**src/rtl/fir_seq_controller_pkg.sv**
```systemverilog
// Shared types and register-file address helpers for the FIR sequencer.
// Address map: Disp=0, Data[i]=N-i, DataNew=N+1, Coef[k]=2N+1-k, Temp=2N+2.
package fir_seq_controller_pkg;

  typedef enum logic [2:0] {
    OpNoOp  = 3'd0,
    OpCopy  = 3'd1,
    OpLoad1 = 3'd2,
    OpLoad2 = 3'd3,
    OpAdd   = 3'd4,
    OpSub   = 3'd5,
    OpMul   = 3'd6
  } op_t;

  typedef enum logic [3:0] {
    StIdle,
    StStore,
    StZero,
    StShift,
    StMul,
    StAcc,
    StEidle,
    StLoadc,
    StWaitc
  } state_t;

  localparam int unsigned DispAddr = 0;

  function automatic int unsigned data_addr(int unsigned i, int unsigned n);
    return n - i;
  endfunction

  function automatic int unsigned coef_addr(int unsigned k, int unsigned n);
    return 2 * n + 1 - k;
  endfunction

  function automatic int unsigned new_addr(int unsigned n);
    return n + 1;
  endfunction

  function automatic int unsigned temp_addr(int unsigned n);
    return 2 * n + 2;
  endfunction

endpackage

```
**src/rtl/fir_seq_controller_if.sv**
```systemverilog
// Handshake and datapath-control bundle between the FIR sequencer and the
// register file / ALU side.
interface fir_seq_controller_if #(
  parameter int unsigned ADDR_W = 4
) ();

  logic                          dr;
  logic                          lc;
  logic                          overflow;
  logic                          cnt_up;
  logic                          clear;
  logic                          modwait;
  fir_seq_controller_pkg::op_t   op;
  logic [ADDR_W-1:0]             src1;
  logic [ADDR_W-1:0]             src2;
  logic [ADDR_W-1:0]             dest;
  logic                          err;

  modport master (
    input  dr, lc, overflow,
    output cnt_up, clear, modwait, op, src1, src2, dest, err
  );

  modport slave (
    output dr, lc, overflow,
    input  cnt_up, clear, modwait, op, src1, src2, dest, err
  );

endinterface

```
**src/rtl/fir_seq_controller.sv**
```systemverilog
// Sequencer for an N-tap FIR datapath: sample intake, tap shift, signed MAC
// with overflow abort, and an N-step coefficient load handshake.
module fir_seq_controller
  import fir_seq_controller_pkg::*;
#(
  parameter int unsigned          NUM_TAPS  = 4,
  parameter int unsigned          ADDR_W    = 4,
  parameter logic [NUM_TAPS-1:0]  SIGN_MASK = NUM_TAPS'(4'b0101)
) (
  input logic                   clk,
  input logic                   n_reset,
  fir_seq_controller_if.master  bus
);

  localparam int unsigned         IdxW    = $clog2(NUM_TAPS);
  localparam logic [IdxW-1:0]     LastIdx = IdxW'(NUM_TAPS - 1);

  if (2 * NUM_TAPS + 2 >= 2 ** ADDR_W) begin : g_addr_chk
    $error("ADDR_W cannot hold the Temp register address");
  end
  if ($bits(SIGN_MASK) != NUM_TAPS) begin : g_mask_chk
    $error("SIGN_MASK width must equal NUM_TAPS");
  end

  state_t            state_q, state_d;
  logic [IdxW-1:0]   tap_q, tap_d;
  logic [IdxW-1:0]   coef_q, coef_d;
  logic              modwait_q;

  int unsigned       tap_i, coef_i;
  op_t               op;
  logic [ADDR_W-1:0] src1, src2, dest;
  logic              cnt_up, clear, err;

  assign tap_i  = 32'(tap_q);
  assign coef_i = 32'(coef_q);

  always_ff @(posedge clk) begin
    if (!n_reset) begin
      state_q   <= StIdle;
      tap_q     <= '0;
      coef_q    <= '0;
      modwait_q <= 1'b0;
    end else begin
      state_q   <= state_d;
      tap_q     <= tap_d;
      coef_q    <= coef_d;
      modwait_q <= !(state_d inside {StIdle, StEidle, StWaitc});
    end
  end

  always_comb begin
    state_d = state_q;
    tap_d   = tap_q;
    coef_d  = coef_q;
    op      = OpNoOp;
    src1    = '0;
    src2    = '0;
    dest    = '0;
    cnt_up  = 1'b0;
    clear   = 1'b0;
    err     = 1'b0;
    unique case (state_q)
      StIdle, StEidle: begin
        err = (state_q == StEidle);
        // Coefficient load wins over a pending sample.
        if (bus.lc) begin
          state_d = StLoadc;
          coef_d  = '0;
        end else if (bus.dr) begin
          state_d = StStore;
        end
      end
      StStore: begin
        op      = OpLoad1;
        dest    = ADDR_W'(new_addr(NUM_TAPS));
        state_d = bus.dr ? StZero : StEidle;
      end
      StZero: begin
        op      = OpSub;
        src1    = ADDR_W'(DispAddr);
        src2    = ADDR_W'(DispAddr);
        dest    = ADDR_W'(DispAddr);
        cnt_up  = 1'b1;
        tap_d   = LastIdx;
        state_d = StShift;
      end
      StShift: begin
        op   = OpCopy;
        dest = ADDR_W'(data_addr(tap_i, NUM_TAPS));
        src1 = (tap_q == '0) ? ADDR_W'(new_addr(NUM_TAPS))
                             : ADDR_W'(data_addr(tap_i - 1, NUM_TAPS));
        if (tap_q == '0) begin
          tap_d   = LastIdx;
          state_d = StMul;
        end else begin
          tap_d = tap_q - 1'b1;
        end
      end
      StMul: begin
        op      = OpMul;
        dest    = ADDR_W'(temp_addr(NUM_TAPS));
        src1    = ADDR_W'(data_addr(tap_i, NUM_TAPS));
        src2    = ADDR_W'(coef_addr(tap_i, NUM_TAPS));
        state_d = StAcc;
      end
      StAcc: begin
        op   = SIGN_MASK[tap_q] ? OpSub : OpAdd;
        dest = ADDR_W'(DispAddr);
        src1 = ADDR_W'(DispAddr);
        src2 = ADDR_W'(temp_addr(NUM_TAPS));
        if (bus.overflow) begin
          state_d = StEidle;
        end else if (tap_q == '0) begin
          state_d = StIdle;
        end else begin
          tap_d   = tap_q - 1'b1;
          state_d = StMul;
        end
      end
      StLoadc: begin
        op    = OpLoad2;
        dest  = ADDR_W'(coef_addr(coef_i, NUM_TAPS));
        clear = (coef_q == '0);
        if (!bus.lc) begin
          if (coef_q == LastIdx) begin
            state_d = StIdle;
          end else begin
            coef_d  = coef_q + 1'b1;
            state_d = StWaitc;
          end
        end
      end
      StWaitc: begin
        if (bus.lc) state_d = StLoadc;
      end
      default: state_d = StIdle;
    endcase
  end

  assign bus.op      = op;
  assign bus.src1    = src1;
  assign bus.src2    = src2;
  assign bus.dest    = dest;
  assign bus.cnt_up  = cnt_up;
  assign bus.clear   = clear;
  assign bus.err     = err;
  assign bus.modwait = modwait_q;

endmodule
```
**src/flat_wrapper.sv**
```systemverilog
// flat-port wrapper written by rule: the top's interface ports become plain ports
module fir_seq_controller_flat import fir_seq_controller_pkg::*;
#(
  parameter int unsigned          NUM_TAPS  = 4,
  parameter int unsigned          ADDR_W    = 4,
  parameter logic [NUM_TAPS-1:0]  SIGN_MASK = NUM_TAPS'(4'b0101)
)
  (clk, n_reset, bus_dr, bus_lc, bus_overflow, bus_cnt_up, bus_clear, bus_modwait, bus_op, bus_src1, bus_src2, bus_dest, bus_err);
  fir_seq_controller_if #(.ADDR_W(ADDR_W)) bus_i ();
  input logic clk;
  input logic n_reset;
  input wire logic [$bits(bus_i.dr)-1:0] bus_dr;
  input wire logic [$bits(bus_i.lc)-1:0] bus_lc;
  input wire logic [$bits(bus_i.overflow)-1:0] bus_overflow;
  output wire logic [$bits(bus_i.cnt_up)-1:0] bus_cnt_up;
  output wire logic [$bits(bus_i.clear)-1:0] bus_clear;
  output wire logic [$bits(bus_i.modwait)-1:0] bus_modwait;
  output wire logic [$bits(bus_i.op)-1:0] bus_op;
  output wire logic [$bits(bus_i.src1)-1:0] bus_src1;
  output wire logic [$bits(bus_i.src2)-1:0] bus_src2;
  output wire logic [$bits(bus_i.dest)-1:0] bus_dest;
  output wire logic [$bits(bus_i.err)-1:0] bus_err;
  assign bus_i.dr = bus_dr;
  assign bus_i.lc = bus_lc;
  assign bus_i.overflow = bus_overflow;
  assign bus_cnt_up = bus_i.cnt_up;
  assign bus_clear = bus_i.clear;
  assign bus_modwait = bus_i.modwait;
  assign bus_op = bus_i.op;
  assign bus_src1 = bus_i.src1;
  assign bus_src2 = bus_i.src2;
  assign bus_dest = bus_i.dest;
  assign bus_err = bus_i.err;
  fir_seq_controller #(.NUM_TAPS(NUM_TAPS), .ADDR_W(ADDR_W), .SIGN_MASK(SIGN_MASK)) u_core (.clk(clk), .n_reset(n_reset), .bus(bus_i));
endmodule
```
**config.mk**
```make
export PLATFORM = sky130hd
export DESIGN_NAME = fir_seq_controller_flat
export DESIGN_NICKNAME = d
export VERILOG_FILES = /design/src/rtl/fir_seq_controller_pkg.sv /design/src/rtl/fir_seq_controller_if.sv /design/src/rtl/fir_seq_controller.sv /design/src/flat_wrapper.sv
export SDC_FILE = /design/constraint.sdc
export NUM_CORES = 1
export LEC_CHECK = 0
export ABC_CLOCK_PERIOD_IN_PS = 2100
export CORE_UTILIZATION = 43
export CTS_BUF_LIST = sky130_fd_sc_hd__clkbuf_8 sky130_fd_sc_hd__clkbuf_16
export CTS_CLUSTER_SIZE = 8
export DETAILED_ROUTE_END_ITERATION = 8
export MAX_ROUTING_LAYER = met4
export PLACE_DENSITY = 0.74
export SYNTH_ARGS = -nofsm -noshare
export SYNTH_HDL_FRONTEND = slang
export SYNTH_SLANG_ARGS = --single-unit
```
**constraint.sdc**
```tcl
create_clock -name clk -period 2.1 [get_ports clk]
set_input_delay 0.21 -clock clk [delete_from_list [all_inputs] [get_ports clk]]
set_output_delay 0.21 -clock clk [all_outputs]
set_load 0.005 [all_outputs]
```
; After elaboration in Yosys (flattened, before gate mapping)
; Index checks and enable logic that the tools add are counted.
[word_totals]
elab_cells = 68
ff_bits = 9
[op_classes]
n_reduce_logical = 11
n_mux = 29
n_lt_le_gt_ge = 1
add_sub_neg = 7
n_eq_ne = 16
[ops]
columns = op, count
row1 = 2-to-1 mux 4 bit, 8
row2 = one-hot mux 4 bit (8 select lines), 1
row3 = equality test 4 x 3 -> 1 bit (second input constant), 5
row4 = one-hot mux 3 bit (6 select lines), 1
row5 = one-hot mux 4 bit (2 select lines), 2
row6 = one-hot mux 4 bit (4 select lines), 1
row7 = 2-to-1 mux 2 bit, 6
row8 = inequality test 2 bit (second input constant), 5
row9 = equality test 4 x 2 -> 1 bit (second input constant), 2
row10 = equality test 4 bit (second input constant), 2
row11 = logical NOT 4 bit, 2
row12 = subtractor 4 x 2 -> 4 bit (first input constant), 2
row13 = 2-to-1 mux 3 bit, 2
row14 = one-hot mux 2 bit (3 select lines), 1
row15 = nonzero test 3 bit, 2
row16 = 2-to-1 mux 1 bit, 5
row17 = equality test 4 x 1 -> 1 bit (second input constant), 1
row18 = logical NOT 2 bit, 2
row19 = one-hot mux 2 bit (2 select lines), 1
row20 = AND reduction 4 bit, 1
row21 = subtractor 3 x 2 -> 4 bit (first input constant), 1
row22 = subtractor 3 x 4 -> 4 bit (first input constant), 1
row23 = less-than comparator 2 x 3 -> 1 bit (second input constant), 1
row24 = AND reduction 3 bit, 1
row25 = 8 further kinds, 8

; Logic depth before layout (Yosys ltp)
; Gate-level depths: netlist of the first run.
[depth]
word_depth = 7
depth_mapped = 7

; Worst setup path before layout of the first run
; Ideal clock, no wire load.
[synth_timing]
path_type = register to register
from = reg u_core.tap_q[0]
to = reg u_core.modwait_q, in the netlist u_core.bus.modwait
stages_incl_launch_ff = 7
required_ns = 2.025
setup_ns = 0.075
arrival_ns = 1.645
setup_slack_ns = 0.379
cell_sequence = dfxtp_1 -> inv_1 -> ha_1 -> a2111oi_2 -> nor3_2 -> a211o_1 -> a31oi_1
[synth_between]
elab_chain_cells = 7
[synth_lines]
columns = item, line
row1 = start: declaration, fir_seq_controller.sv:26  ; logic [IdxW-1:0] tap_q, tap_d;
row2 = start signal: assignment, fir_seq_controller.sv:46  ; tap_q <= tap_d;
row3 = logical NOT 2 bit *, "fir_seq_controller.sv:93, fir_seq_controller.sv:114"
row4 = 2-to-1 mux 3 bit, fir_seq_controller.sv:114  ; end else if (tap_q == '0) begin
row5 = 2-to-1 mux 4 bit, fir_seq_controller.sv:112  ; if (bus.overflow) begin
row6 = one-hot mux 4 bit (8 select lines) *, fir_seq_controller.sv:63  ; unique case (state_q)
row7 = "equality test 4 x 3 -> 1 bit, or another cell as far along", fir_seq_controller.sv:48  ; modwait_q <= !(state_d inside {StIdle, StEidle, StWaitc});
row8 = nonzero test 3 bit *, fir_seq_controller.sv:48
row9 = logical NOT 1 bit *, fir_seq_controller.sv:48
row10 = end signal: assignment, fir_seq_controller.sv:48
row11 = end: declaration, fir_seq_controller.sv:28  ; logic modwait_q;
; Mark *: on every way between the ends. The rest lies on a longest branch, timed or not.
; A chain may end at the register's enable or synchronous reset.

; Worst setup path after layout of the first run
[layout_timing]
from = reg u_core.state_q[3]
to = out bus_src1[2]
[layout_between]
elab_chain_cells = 2
[layout_lines]
columns = item, line
row1 = start: declaration, fir_seq_controller.sv:25  ; state_t state_q, state_d;
row2 = start signal: assignment, fir_seq_controller.sv:40  ; state_q <= StIdle;
row3 = start signal: assignment, fir_seq_controller.sv:45  ; state_q <= state_d;
row4 = equality test 4 x 3 -> 1 bit or equality test 4 x 2 -> 1 bit (tied branches), fir_seq_controller.sv:63
row5 = one-hot mux 4 bit (2 select lines) *, fir_seq_controller.sv:63
row6 = end: declaration, flat_wrapper.sv:19  ; output wire logic [$bits(bus_i.src1)-1:0] bus_src1;
; Marked as above.

==> run_results.csv, run 1 <==
group,metric,value,unit
run_status,status,"complete, no violations",
yosys,synth_area,963,µm²
die,io_pins,24,
yosys,synth.distinct_cells,43,
yosys,synth_cells,130,
run,drv_cap,0,
cells_and_area,finalNetCount,175,
yosys,synth_flop_cell,"dfxtp_1",
setup_path,regToRegSetupSlack,0.27,ns
global_route,antenna_found_initial,0,
sta,rsz0062_at_grt,"true",
die,rows,16,
global_route,grt_max_degree,14,
cells_and_area,final_cells,189,
place,dpl_worst_slack,0.121,ns
yosys,synthArstFlopShare,0,%
route,ant_nets,0,
setup_path,path_class,"reg2out",
sta,max_freq,487,MHz
setup_path,startpoint_type,"register",
clocking,cts_setup_buffers,0,
clocking,cts_sinks,9,
yosys,synth-seq-cells,9,
clocking,clk_path_buf_depth,2,
place,io_buffers,23,
sta,min_period,2.05,ns
die,dieHeight,49.3,µm
global_route,grt_first_pass_wirelength,4330,µm
min_path,hp-class,"reg2reg",
clocking,clk_pin_slew,0.05,ns
cells_and_area,layout_commonest_cell,"clkdlybuf4s50_1",
sta,worst_pin_slew,0.509,ns
yosys,yosysSeqAreaShare,18.7,%
route,drtIter0Drc,33,
global_route,grt_pass1_vias,961,
die,die_area,2430,µm²
place,dpl-instance-area,1260,µm²
clocking,postCtsHoldBufs,0,
clocking,numCtsBuffers,3,
setup_path,crit_arrival,1.84,ns
yosys,ys_warn_count,0,
yosys,synth_nets,142,
cells_and_area,register_area,189,µm²
sta,drv_slew,0,
cells_and_area,multiInputGateArea,713,µm²
setup_path,startpoint,"u_core.state_q[3]",
cells_and_area,nFillCells,189,
global_route,grt_overflow_total,0,
setup_path,cp-end-kind,"primary output",
route,drcViolationCount,0,
pwr,p_leak,0.573,nW
clocking,cts_tree,"built",
sta,hold_viol,0,
yosys,avgSynthCellArea,7.41,µm²
place,gp_congestion,0.997,
cells_and_area,fin_area,1350,µm²
setup_path,worstPathMaxFanout,6,
place,dp_cells,185,
cells_and_area,layout_common_cells,"20 x clkdlybuf4s50_1, 17 x nor2_1, 12 x nand2_1",
route,viasPerCell,5.76,
route,first_pass_iters,4,
clocking,htreeDepth,1,
pwr,powerDensity,1460,nW/µm²
die,core,2040,µm²
setup_path,r2r_start,"u_core.tap_q[1]",
sta,finalSetupViolCount,0,
cells_and_area,drive_above_1_share,23.5,%
sta,period_share,97.8,%
route,wl,2630,µm
clocking,root_buffer,"clkbuf_8",
die,start_util,47.2,%
pwr,vdd_ir_drop_max,0.867,mV
sta,worst_clock_skew,0.00471,ns
min_path,hold_start,"u_core.coef_q[0]",
sta,setup_ws,0.0468,ns
cells_and_area,final_util,66.3,%
place,hpwl,1910,µm
cells_and_area,area_delta_synth_final,40.5,%
route,vias,1088,
yosys,synth_edf_count,0,
sta,slew_headroom,65.7,%
route,wl_per_cell,13.9,µm
global_route,grt_use_total,23.8,%
clocking,clock_latency,0.24,ns
setup_path,critical_path_required,1.89,ns
die,die_w,49.3,µm
cells_and_area,antenna_cells,0,
pwr,p_total,1.97,mW
worst max-delay path, stage by stage, from the launching register on:
cell	delay (ns)
dfxtp_2	0.34
buf_4	0.16
inv_2	0.10
nand2_1	0.12
nor3_4	0.21
o21ai_0	0.11
nand2_1	0.07
clkdlybuf4s50_1	0.50
cells in the mapped netlist, types with 2 or more instances:
| cell | instances | share of area (%) |
|---|---|---|
| a211oi_1 | 2 | 1.6 |
| nand2_1 | 12 | 4.7 |
| nand3_1 | 3 | 1.6 |
| inv_1 | 8 | 3.1 |
| and2_1 | 4 | 2.6 |
| a21o_1 | 2 | 1.6 |
| nor3_1 | 6 | 3.1 |
| inv_2 | 2 | 0.78 |
| nand2b_1 | 3 | 1.9 |
| ha_1 | 7 | 9.1 |
| a31oi_1 | 3 | 1.9 |
| dfxtp_1 | 9 | 19 |
| o21ai_0 | 8 | 4.2 |
| and2b_4 | 2 | 2.1 |
| buf_6 | 3 | 3.5 |
| nor2_1 | 17 | 6.6 |
| o31ai_1 | 2 | 1.6 |
| a21oi_1 | 10 | 5.2 |
| buf_2 | 3 | 1.6 |
state kept, by name, summed over array words and instances (netlist names):
register / count
u_core.coef_q: 2
u_core.tap_q: 2
u_core.bus.modwait: 1
u_core.state_q: 4
path summary, 6_finish.rpt:
check,to,cells after the start
setup / recovery,bus_src1[2],7
hold / removal,u_core.coef_q[0],2
setup reg to reg,u_core.bus.modwait,7
hold reg to reg,u_core.coef_q[0],2
stage by stage:
stage,hold WS (ns),TNS (ns)
detailed placement,0.481,0
global placement,0.480,0
finish,0.486,0
CTS,0.488,0
floorplan,0.332,0
global route,0.526,-0.0590
what timing repair did:
action / CTS / global route
pin swaps: 0 / 1
resized for setup: 6 / 15
endpoints found under the setup margin: 4 / 8
per-layer routing:
metal / GRT usage (%) / part of all wire, %
met1: 31.1 / 44
met2: 34.2 / 47
met3: 5.61 / 7.4
met4: 10.8 / 1.4
met5: - / 0
cell type report:
class                   instances  share of cell area, %
inverters                      10                   2.77
repair buffers                 35                   24.8
flip-flops and latches          9                   14.0
clock inverters                 1                  0.277
well taps                      27                   2.50
multi-input cells             104                   52.7
clock buffers                   3                   3.05
power by group:
part           total, mW  switching, mW  internal [mW]
Clock              0.203         0.0749          0.128
Sequential         0.298         0.0585          0.239
Combinational       1.47          0.730          0.740
Total               1.97          0.864           1.11
kinds of logic (layout without fill, tap and decap cells):
family | after synthesis | after routing | synth area share (%)
and+or+nand+nor | 57 | 57 | 34.3
AOI/OAI and AO/OA | 39 | 39 | 27.1
buffers and inverters | 17 | 49 | 9.74
DFF | 9 | 9 | 18.7
adders and majority gates | 7 | 7 | 9.09
muxes | 1 | 1 | 1.04
Power figures use the tool's default switching activity.
==> run 2, diff against run 1 <==
REMOVE_ABC_BUFFERS = 1   (was not set)
SLEW_MARGIN = 20   (was not set)
==> run_results.csv, run 2 (same netlist as run 1, synthesis figures left out) <==
group,metric,value,unit
place,gp_congestion,0.859,
route,viasPerCell,5.60,
clocking,clk_pin_slew,0.05,ns
sta,max_freq,492,MHz
sta,period_share,96.8,%
setup_path,path_class,"reg2out",
pwr,intPower,1.10,mW
cells_and_area,layout_common_cells,"21 x clkdlybuf4s50_1, 17 x nor2_1, 12 x nand2_1",
route,drtIter0Drc,20,
route,ant_nets,0,
pwr,p_sw,0.841,mW
cells_and_area,antenna_cells,0,
clocking,htreeDepth,1,
global_route,top_usage_layer,"met2",
die,start_util,47.2,%
route,wl,2590,µm
pwr,clock_power_share,10.6,%
die,dieHeight,49.3,µm
global_route,grt_first_pass_wirelength,4370,µm
global_route,grt_max_degree,11,
cells_and_area,top_register,"u_core.state_q",
sta,drv_slew,0,
clocking,cts_sinks,9,
cells_and_area,nFillCells,199,
die,io_pins,24,
cells_and_area,finalNetCount,174,
cells_and_area,largest_reg_flops,4,
setup_path,critPathBufInv,2,
global_route,grt_overflow_total,0,
pwr,swShare,43.4,%
setup_path,crit_arrival,1.82,ns
global_route,use_met1,27.6,%
global_route,grt_use_total,24.0,%
pwr,powerDensity,1450,nW/µm²
setup_path,crit_family,"buffers and inverters",
sta,worst_clock_skew,0.00575,ns
die,rows,16,
setup_path,critical_path_required,1.89,ns
global_route,grt_pass1_vias,1014,
min_path,hold_depth,2,
setup_path,worstPathMaxFanout,9,
sta,slew_headroom,65.3,%
clocking,clock_latency,0.24,ns
pwr,power.share.combinational,73.0,%
route,drcViolationCount,0,
pwr,vdd_ir_drop_max,0.879,mV
global_route,antenna_found_initial,0,
cells_and_area,reg.largest.list,"u_core.state_q (4), u_core.coef_q (2), u_core.tap_q (2)",
setup_path,ff2ff_path_depth,6,
sta,hold_viol,0,
pwr,p_leak,0.565,nW
route,vias,1052,
setup_path,crit_chain,"and4bb_2 -> buf_4 -> a221o_1 -> clkdlybuf4s50_1",
setup_path,cpPeakStageDelay,0.44,ns
cells_and_area,drive_above_1_share,21.1,%
global_route,grt.met2_usage,38.8,%
pwr,seqPwrFrac,16.4,%
place,io_buffers,23,
clocking,root_buffer,"clkbuf_8",
setup_path,cp-end-kind,"primary output",
cells_and_area,final_util,65.3,%
die,core,2040,µm²
setup_path,cp_num_cells,4,
sta,rsz0062_at_grt,"false",
cells_and_area,area_delta_synth_final,38.3,%
setup_path,crit_slowest_cell,"clkdlybuf4s50_1",
sta,finalSetupViolCount,0,
clocking,cts_tree,"built",
route,wl_per_cell,13.8,µm
clocking,postCtsHoldBufs,0,
run,drv_cap,0,
sta,tns,0,ns
setup_path,regToRegSetupSlack,0.36,ns
sta,min_period,2.03,ns
clocking,clk_path_buf_depth,2,
run_status,status,"complete, no violations",
min_path,hp-class,"reg2reg",
route,first_pass_iters,4,
sta,worst_pin_slew,0.515,ns
setup_path,startpoint_type,"register",
die,die_w,49.3,µm
global_route,grt_use_met3,5.30,%
cells_and_area,layout_commonest_cell,"clkdlybuf4s50_1",
place,hpwl,2030,µm
clocking,numCtsBuffers,3,
die,die_area,2430,µm²
## run 2: cell count changes in the layout (fill, tap and decap cells not counted), sizes merged
| cell | change |
|---|---|
| clkdlybuf4s50 | +1 |
| dlygate4sd2 | -1 |
| buf | -1 |
## run 2: layout make-up
type / instances / area (µm²) / area share [%]
Multi-Input combinational cell: 104 / 707 / 53.1
Timing Repair Buffer: 34 / 318 / 23.8
Sequential cell: 9 / 191 / 14.4
Clock buffer: 3 / 41.3 / 3.10
Inverter: 10 / 37.5 / 2.82
Tap cell: 27 / 33.8 / 2.54
Clock inverter: 1 / 3.75 / 0.282
## run 2: per-layer routing
layer	share of wire, %	vias to the layer above	wire length [µm]
met5	0	-	0
met2	49	36	1280
met1	44	479	1150
li1	-	529	-
met4	2.3	0	59
met3	4.0	8	104
## run 2: worst min-delay path: cells and delay by family, from the launching register on
kind / cells / cell delay [ns]
compound gates: 1 / 0.06
flops: 1 / 0.33
simple gates: 1 / 0.06
## run 2: final timing paths
path                      from            endpoint
max          u_core.state_q[2]         bus_dest[1]
max reg2reg    u_core.tap_q[0]  u_core.bus.modwait
min           u_core.coef_q[0]    u_core.coef_q[0]
min reg2reg   u_core.coef_q[0]    u_core.coef_q[0]
## run 2: timing repair
action,CTS,global route
buffers inserted,0,1
endpoints found under the setup margin,8,3
resized for setup,9,4
## run 2: power groups by stage
stage	registers, mW	clock network [mW]	logic [mW]
final	0.318	0.205	1.42
after global routing	0.328	0.217	1.56
after CTS	0.315	0.207	1.41
after detailed placement	0.308	0	1.35
after global placement	0.302	0	1.32
after floorplan	0.356	0	0.697
## run 2: stage by stage
stage	power [mW]	cells	instance area [µm²]	hold WS [ns]	setup WS [ns]
2_1_floorplan	1.05	123	907	0.289	0.351
3_3_place_gp	1.62	183	1250	0.473	0.165
3_5_place_dp	1.66	183	1250	0.488	0.0784
4_1_cts	1.93	187	1320	0.494	0.000430
5_1_grt	2.10	188	1330	0.539	0.00172
6_report	1.94	188	1330	0.492	0.0672
==> run 3, diff against run 2 <==
==> constraint.sdc (replaced) <==
create_clock -name clk -period 2.1 [get_ports clk]
set_input_delay 0.42 -clock clk [delete_from_list [all_inputs] [get_ports clk]]
set_output_delay 0.42 -clock clk [all_outputs]
set_load 0.005 [all_outputs]
==> run_results.csv, run 3 (same netlist as run 1, synthesis figures left out) <==
group,metric,value,unit
run_status,status,"complete, no violations",
route,wl,2820,µm
cells_and_area,layout_common_cells,"21 x buf_4, 17 x nor2_1, 12 x nand2_1",
min_path,whs_endpoint,"u_core.coef_q[0]",
place,io_buffers,23,
sta,worst_clock_skew,0.000667,ns
min_path,hold_depth,2,
sta,hold_viol,0,
die,die_area,2430,µm²
place,dpl_worst_slack,0.0426,ns
sta,slew_headroom,65.2,%
die,io_pins,24,
place,dp_cells,193,
sta,period_share,98.8,%
setup_path,crit_arrival,1.66,ns
cells_and_area,drive_above_1_share,28.6,%
global_route,grt_max_degree,13,
route,ant_nets,0,
route,drtIter0Drc,37,
cells_and_area,antenna_cells,0,
cells_and_area,layout_commonest_cell,"buf_4",
cells_and_area,fin_area,1450,µm²
min_path,hp-class,"reg2reg",
global_route,grt_use_total,25.3,%
cells_and_area,finalNetCount,188,
setup_path,regToRegSetupSlack,0.26,ns
setup_path,crit_slowest_cell,"clkdlybuf4s50_1",
setup_path,cpPeakStageDelay,0.52,ns
sta,tns,0,ns
sta,finalSetupViolCount,0,
pwr,swShare,43.2,%
global_route,antenna_found_initial,0,
setup_path,critPathBufInv,1,
pwr,p_sw,0.889,mW
pwr,powerDensity,1420,nW/µm²
setup_path,crit_chain,"and2b_4 -> nand3_1 -> o21ai_1 -> clkdlybuf4s50_1",
sta,worst_pin_slew,0.517,ns
pwr,vdd_ir_drop_max,0.874,mV
cells_and_area,final_cells,202,
sta,setup_ws,0.0242,ns
route,wl_per_cell,14.0,µm
setup_path,startpoint,"u_core.state_q[3]",
route,drcViolationCount,0,
setup_path,worstPathMaxFanout,4,
die,start_util,47.2,%
sta,min_period,2.08,ns
setup_path,r2r_start,"u_core.tap_q[1]",
place,dpl-instance-area,1320,µm²
setup_path,critical_path_required,1.68,ns
run,drv_cap,0,
setup_path,crit_family,"buffers and inverters",
setup_path,r2r-end,"u_core.bus.modwait",
die,dieHeight,49.3,µm
cells_and_area,top_register,"u_core.state_q",
min_path,hold_start,"u_core.coef_q[0]",
pwr,intPower,1.17,mW
route,vias,1118,
global_route,grt_pass1_vias,1020,
clocking,clock_latency,0.24,ns
clocking,htreeDepth,1,
cells_and_area,largest_reg_flops,4,
setup_path,path_class,"reg2out",
global_route,grt_first_pass_wirelength,4580,µm
pwr,p_leak,0.720,nW
die,die_w,49.3,µm
place,hpwl,2200,µm
place,gp_congestion,0.903,
cells_and_area,reg.largest.list,"u_core.state_q (4), u_core.coef_q (2), u_core.tap_q (2)",
setup_path,startpoint_type,"register",
sta,max_freq,482,MHz
sta,hold_ws,0.494,ns
clocking,cts_sinks,9,
clocking,cts_tree,"built",
sta,drv_slew,0,
pwr,seqPwrFrac,14.0,%
setup_path,cp-end-kind,"primary output",
global_route,grt_overflow_total,0,
die,rows,16,
clocking,root_buffer,"clkbuf_8",
pwr,clock_power_share,10.0,%
cells_and_area,final_util,71.0,%
clocking,numCtsBuffers,3,
die,core,2040,µm²
route,viasPerCell,5.53,
clocking,postCtsHoldBufs,0,
setup_path,ff2ff_path_depth,7,
route,first_pass_iters,4,
clocking,clk_pin_slew,0.05,ns
pwr,power.share.combinational,76.0,%
clocking,clk_path_buf_depth,2,
cells_and_area,area_delta_synth_final,50.5,%
pwr,p_total,2.06,mW
## run 3: power groups by stage
| stage | logic, mW | registers [mW] | clock network, mW |
|---|---|---|---|
| after floorplan | 0.697 | 0.356 | 0 |
| after global placement | 1.47 | 0.270 | 0 |
| after detailed placement | 1.50 | 0.272 | 0 |
| after CTS | 1.52 | 0.281 | 0.208 |
| after global routing | 1.70 | 0.295 | 0.218 |
| final | 1.56 | 0.288 | 0.206 |
## run 3: tightest hold or removal path: stages, from the launching register on
cell	delay [ns]
dfxtp_1	0.32
nand2_1	0.06
a21oi_1	0.06
## run 3: worst max-delay path by stage
stage,depth (start not counted),end
after CTS,7,bus_src1[2]
final,4,bus_dest[3]
after floorplan,5,bus_src1[1]
after detailed placement,6,u_core.coef_q[0]
after global routing,4,bus_dest[3]
after global placement,6,u_core.bus.modwait
## run 3: routing by layer
layer | global-route usage (%) | vias up | share of wire [%] | wire length (µm)
li1 | - | 563 | - | -
met1 | 28.3 | 516 | 41 | 1170
met2 | 45.4 | 39 | 53 | 1500
met3 | 5.61 | 0 | 5.5 | 154
met4 | 4.90 | 0 | 0 | 0
met5 | - | - | 0 | 0
## run 3: cell type report
type | count | area [µm²]
multi-input cells | 104 | 711
fillers | 179 | 592
repair buffers | 48 | 432
flip-flops and latches | 9 | 188
clock buffers | 3 | 41.3
inverters | 10 | 40.0
well taps | 27 | 33.8
clock inverters | 1 | 5.00
## run 3: what timing repair did
action,4_1_cts,5_1_grt
hold endpoints to repair,0,0
buffers inserted,4,1
gates cloned,0,0
pin swaps,3,2
setup endpoints to repair,12,6
gates resized for setup,18,14
